===== src/rtl/adder_result_collector_if.sv =====
// Operand/result handshake bundle between the adder environment and the result collector.
// The master drives the operand side; the slave is the collector.
interface adder_result_collector_if #(
    parameter int WIDTH = 3,
    parameter int DEPTH = 4
);
    localparam int CW = $clog2(DEPTH) + 1;

    logic             en;
    logic             in_valid;
    logic             in_ready;
    logic [WIDTH-1:0] s;
    logic             carry;
    logic             out_valid;
    logic             out_ready;
    logic [WIDTH:0]   out_sum;
    logic [CW-1:0]    count;
    logic             err;

    modport master (
        output en, in_valid, s, carry, out_ready,
        input  in_ready, out_valid, out_sum, count, err
    );

    modport slave (
        input  en, in_valid, s, carry, out_ready,
        output in_ready, out_valid, out_sum, count, err
    );
endinterface


===== src/rtl/adder_result_collector.sv =====
// Tags operands entering a fully pipelined adder, captures each tagged {carry, s}
// into a FIFO, and uses credits so the FIFO can never overflow.
module adder_result_collector #(
    parameter int WIDTH = 3,
    parameter int DEPTH = 4
) (
    input  logic                    clk,
    input  logic                    rst,
    adder_result_collector_if.slave bus
);
    localparam int AW = $clog2(DEPTH);
    localparam int CW = AW + 1;
    localparam logic [CW-1:0] DEPTH_C = CW'(DEPTH);
    localparam logic [CW-1:0] CNT_ONE = CW'(1);
    localparam logic [AW-1:0] PTR_ONE = AW'(1);

    logic [WIDTH-1:0] r_tag;
    logic [WIDTH:0]   r_mem [DEPTH];
    logic [AW-1:0]    r_wr_ptr;
    logic [AW-1:0]    r_rd_ptr;
    logic [CW-1:0]    r_count;
    logic [CW-1:0]    r_reserved;
    logic             r_err;

    logic w_in_ready;
    logic w_out_valid;
    logic w_issue;
    logic w_drop;
    logic w_capture;
    logic w_pop;

    always_comb begin
        w_in_ready  = (r_reserved < DEPTH_C);
        w_out_valid = (r_count != {CW{1'b0}});
        w_issue     = bus.in_valid & w_in_ready & bus.en;
        w_drop      = bus.in_valid & ~w_in_ready & bus.en;
        w_capture   = bus.en & r_tag[WIDTH-1];
        w_pop       = w_out_valid & bus.out_ready;
    end

    assign bus.in_ready  = w_in_ready;
    assign bus.out_valid = w_out_valid;
    assign bus.out_sum   = r_mem[r_rd_ptr];
    assign bus.count     = r_count;
    assign bus.err       = r_err;

    // Tag bit i marks that the adder stage i+1 holds a real operand; moves in lock-step with the adder.
    always_ff @(posedge clk or posedge rst) begin
        if (rst) begin
            r_tag <= {WIDTH{1'b0}};
        end else if (bus.en) begin
            r_tag[0] <= w_issue;
            for (int i = 1; i < WIDTH; i++) begin
                r_tag[i] <= r_tag[i-1];
            end
        end
    end

    always_ff @(posedge clk or posedge rst) begin
        if (rst) begin
            for (int i = 0; i < DEPTH; i++) begin
                r_mem[i] <= {(WIDTH+1){1'b0}};
            end
            r_wr_ptr <= {AW{1'b0}};
        end else if (w_capture) begin
            r_mem[r_wr_ptr] <= {bus.carry, bus.s};
            r_wr_ptr        <= r_wr_ptr + PTR_ONE;
        end
    end

    always_ff @(posedge clk or posedge rst) begin
        if (rst) begin
            r_rd_ptr <= {AW{1'b0}};
        end else if (w_pop) begin
            r_rd_ptr <= r_rd_ptr + PTR_ONE;
        end
    end

    // Occupancy: full/empty come from here, never from pointer comparison.
    always_ff @(posedge clk or posedge rst) begin
        if (rst) begin
            r_count <= {CW{1'b0}};
        end else begin
            case ({w_capture, w_pop})
                2'b10:   r_count <= r_count + CNT_ONE;
                2'b01:   r_count <= r_count - CNT_ONE;
                default: r_count <= r_count;
            endcase
        end
    end

    // Credits cover stored entries plus tagged in-flight operands, so captures leave them alone.
    always_ff @(posedge clk or posedge rst) begin
        if (rst) begin
            r_reserved <= {CW{1'b0}};
        end else begin
            case ({w_issue, w_pop})
                2'b10:   r_reserved <= r_reserved + CNT_ONE;
                2'b01:   r_reserved <= r_reserved - CNT_ONE;
                default: r_reserved <= r_reserved;
            endcase
        end
    end

    always_ff @(posedge clk or posedge rst) begin
        if (rst) begin
            r_err <= 1'b0;
        end else if (w_drop) begin
            r_err <= 1'b1;
        end
    end
endmodule


===== src/flat_wrapper.sv =====
// flat-port wrapper written by rule: the top's interface ports become plain ports
module adder_result_collector_flat 
#(
    parameter int WIDTH = 3,
    parameter int DEPTH = 4
)
  (clk, rst, bus_en, bus_in_valid, bus_s, bus_carry, bus_out_ready, bus_in_ready, bus_out_valid, bus_out_sum, bus_count, bus_err);
  adder_result_collector_if #(.WIDTH(WIDTH), .DEPTH(DEPTH)) bus_i ();
  input  logic clk;
  input  logic rst;
  input wire logic [$bits(bus_i.en)-1:0] bus_en;
  input wire logic [$bits(bus_i.in_valid)-1:0] bus_in_valid;
  input wire logic [$bits(bus_i.s)-1:0] bus_s;
  input wire logic [$bits(bus_i.carry)-1:0] bus_carry;
  input wire logic [$bits(bus_i.out_ready)-1:0] bus_out_ready;
  output wire logic [$bits(bus_i.in_ready)-1:0] bus_in_ready;
  output wire logic [$bits(bus_i.out_valid)-1:0] bus_out_valid;
  output wire logic [$bits(bus_i.out_sum)-1:0] bus_out_sum;
  output wire logic [$bits(bus_i.count)-1:0] bus_count;
  output wire logic [$bits(bus_i.err)-1:0] bus_err;
  assign bus_i.en = bus_en;
  assign bus_i.in_valid = bus_in_valid;
  assign bus_i.s = bus_s;
  assign bus_i.carry = bus_carry;
  assign bus_i.out_ready = bus_out_ready;
  assign bus_in_ready = bus_i.in_ready;
  assign bus_out_valid = bus_i.out_valid;
  assign bus_out_sum = bus_i.out_sum;
  assign bus_count = bus_i.count;
  assign bus_err = bus_i.err;
  adder_result_collector #(.WIDTH(WIDTH), .DEPTH(DEPTH)) u_core (.clk(clk), .rst(rst), .bus(bus_i));
endmodule

===== config.mk =====
export PLATFORM = sky130hd
export DESIGN_NAME = adder_result_collector_flat
export DESIGN_NICKNAME = d
export VERILOG_FILES = /design/src/rtl/adder_result_collector_if.sv /design/src/rtl/adder_result_collector.sv /design/src/flat_wrapper.sv
export SDC_FILE = /design/constraint.sdc
export NUM_CORES = 1
export LEC_CHECK = 0
export ABC_AREA = 0
export BUFFER_PORTS_ARGS = -buffer_cell sky130_fd_sc_hd__buf_2
export CAP_MARGIN = 20
export CORE_ASPECT_RATIO = 1.2
export CORE_MARGIN = 5
export CORE_UTILIZATION = 55
export DETAILED_ROUTE_END_ITERATION = 7
export PLACE_DENSITY = 0.77
export SYNTH_ARGS = -nofsm -noshare
export SYNTH_HDL_FRONTEND = slang
export SYNTH_SLANG_ARGS = --single-unit

===== constraint.sdc =====
create_clock -name clk -period 1.9 [get_ports clk]
set_clock_uncertainty 0.05 [all_clocks]
set_input_delay 0.38 -clock clk [delete_from_list [all_inputs] [get_ports clk]]
set_output_delay 0.38 -clock clk [all_outputs]
set_load 0.005 [all_outputs]

==> results.json <==
{
  "drt_iter0_drc": 23,
  "diodes": 0,
  "yosys.cell_types.count": 18,
  "htreeDepth": 2,
  "power_leakage_nw": 0.7728,
  "critical_path_class": "register to output port",
  "path_clk_slew_ps": 90,
  "seqPwrFrac": 0.463,
  "cap_violations": 0,
  "syn_to_final_growth_pct": 14.41,
  "r2r-start": "u_core.bus.count[2]$_DFFE_PP0P_",
  "min_path_type": "input pin to async pin",
  "slew-limit-headroom": 0.7591,
  "synth_common_cells": "30 x dfrtp_1, 19 x mux2_2, 11 x inv_1",
  "arrival_ps": 1430,
  "tightestPinTransition_ps": 361.3,
  "ys_seq_area_frac": 0.5372,
  "postRouteAntennaNets": 0,
  "syn_area_um2": 1398,
  "rsz0062_at_grt": "true",
  "finalSetupViolCount": 0,
  "clock_power_share": 0.133,
  "synth.top_cell.area_share": 0.5372,
  "numCtsBuffers": 5,
  "yosysMostFrequentCell": "dfrtp_1",
  "fp-row-count": 20,
  "crit_required_ps": 1470,
  "drtPass1Iterations": 3,
  "grt-ovfl-total": 0,
  "routed_via_density": 5.157,
  "drive_above_1_share": 0.4365,
  "dp_hpwl_um": 1733,
  "routed_wl_um": 2298,
  "cts_root_buffer": "clkbuf_4",
  "yosysWarnings": 0,
  "cellPowerDensity_nw_per_um2": 1548,
  "syn_nets": 115,
  "hold_viol": 0,
  "netlist_instances": 98,
  "yosys-top-cells-area": "dfrtp_1 54%, mux2_2 15%, mux4_2 6.4%",
  "fp.dieH_um": 65.22,
  "final_util": 0.6455,
  "p_int_mw": 1.671,
  "grt_pass1_vias": 931,
  "ioPinCount": 19,
  "start_kind": "register",
  "sw_frac_of_total": 0.3251,
  "synth_edf_count": 0,
  "status": "finished, final reports clean",
  "die_w_um": 56.02,
  "synth.avg_cell_area_um2": 14.26,
  "drcViolationCount": 0,
  "n_fill_cell": 195,
  "fin_crit_sh": 0.9771,
  "startpoint": "u_core.r_rd_ptr[0]$_DFFE_PP0N_",
  "final-max-slew-violation-count": 0,
  "wire_per_inst_um": 14.45,
  "core_area_um2": 2477,
  "die_area_um2": 3653,
  "num_vias": 820,
  "final_nets": 143,
  "initial_core_util": 0.5641,
  "grt_start_max_net_pins": 31,
  "async_reset_ff_frac": 1.000,
  "portBuffers": 18,
  "routabilityCongestion": 0.7412,
  "grt_first_pass_wirelength_um": 4112,
  "total_power_mw": 2.476,
  "grtUsageTotal": 0.1487,
  "setup_tns_ps": 0,
  "cts_tree": "done",
  "clk_latency_ps": 310,
  "fmax_ghz": 0.5386,
  "cts.sinks": 30,
  "period_needed_ps": 1857,
  "end_kind": "output port",
  "ys.flop_type": "dfrtp_1",
  "p_sw_mw": 0.8049,
  "synth_seq_cells": 30,
  "grt_antenna_before_repair": 0,
  "comb_power_share": 0.404,
  "path_max_fanout": 5,
  "clockBufferDepth": 2,
  "ir_drop_mv": 1.037,
  "synth_top_cell_by_area": "dfrtp_1"
}
==> final timing paths <==
| check | slack, ps | cells past startpoint | to |
|---|---|---|---|
| worst max register to register | 90 | 7 | u_core.r_reserved[2]$_DFFE_PP0P_ |
| worst max-delay path | 40 | 2 | bus_out_sum[0] |
| worst min-delay path | 70 | 3 | u_core.r_mem[12]$_DFFE_PP0P_ |
| min in group clk | 290 | 2 | u_core.bus.err$_DFFE_PP0P_ |
| max in group asynchronous | 1440 | 3 | u_core.r_rd_ptr[0]$_DFFE_PP0N_ |
| worst min register to register | 430 | 1 | u_core.bus.err$_DFFE_PP0P_ |
==> power by group through the flow <==
| stage | Sequential [mW] | Clock (mW) | Combinational [mW] |
|---|---|---|---|
| after floorplan | 1.08 | 0 | 0.754 |
| after global placement | 1.14 | 0 | 0.929 |
| after detailed placement | 1.16 | 0 | 0.982 |
| after CTS | 1.15 | 0.347 | 1.01 |
| after global routing | 1.19 | 0.377 | 1.13 |
| final | 1.15 | 0.328 | 1.00 |
==> worst max-delay path: stages, from the launching register on <==
cell     delay, ps
dfrtp_2        460
mux4_2         520
buf_2          140
==> routing by layer <==
metal	track usage	share of wire	routed length (µm)
met1	0.1667	0.41	932
met4	0.04451	0	0
met2	0.2617	0.54	1248
met3	0.05697	0.051	117
met5	0	0	0
==> layout by cell type, fill, tap and decap left out <==
master    Yosys  final
or3_1         1      1
o21ai_0       1      1
xor2_1        4      4
mux2i_1       2      2
a31o_2        1      1
ha_2          0      1
ha_1          6      5
buf_4         1      5
dfrtp_1      30     29
xnor2_1       5      5
clkbuf_4      0      5
inv_1        11     11
o31a_1        1      1
fa_1          2      2
nand2_2       0      1
clkbuf_1      0      2
nor2_1        2      2
mux2_2       19     19
nand2_1       2      1
nand3_1       5      5
dfrtp_2       0      1
buf_2         0     18
mux4_2        4      4
==> state kept, by name, summed over array words and instances, names as in the netlist <==
register and flops:
u_core.bus.err 1, u_core.bus.count 3, u_core.r_mem 16, u_core.r_wr_ptr 2, u_core.r_rd_ptr 2, u_core.r_reserved 3
u_core.r_tag 3
==> what timing repair did <==
item	in CTS	in global routing
gates cloned	0	0
resized for setup	1	2
endpoints found under the setup margin	4	6
buffers inserted	1	1
pin swaps	0	1
hold buffers	0	0
==> layout make-up <==
class / instances / area (µm²) / share of cell area
clock buffers: 7 / 45.04 / 0.02817
inverters: 11 / 41.29 / 0.02582
multi-input cells: 55 / 591.8 / 0.3701
flip-flops and latches: 30 / 752.0 / 0.4703
well taps: 33 / 41.29 / 0.02582
repair buffers: 23 / 127.6 / 0.07981
==> cells by family (layout without fill, tap and decap cells) <==
logic type | count (synthesis) | count (layout) | share of synthesized area
flops | 30 | 30 | 0.5372
mux | 25 | 25 | 0.2319
buf+inv | 13 | 41 | 0.04297
simple gates | 10 | 10 | 0.03313
xor+xnor | 9 | 9 | 0.05640
fa+ha+maj | 8 | 8 | 0.08236
compound gates | 3 | 3 | 0.01611
==> stage by stage <==
step,instances,hold WS [ps],worst slack [ps],area (µm²)
floorplan,98,396.5,159.6,1398
global placement,150,393.0,64.70,1533
detailed placement,150,414.0,-7.395,1533
CTS,158,64.61,14.78,1587
global route,159,85.75,-37.24,1599
finish,159,69.46,43.49,1599
Power figures use the tool's default switching activity.
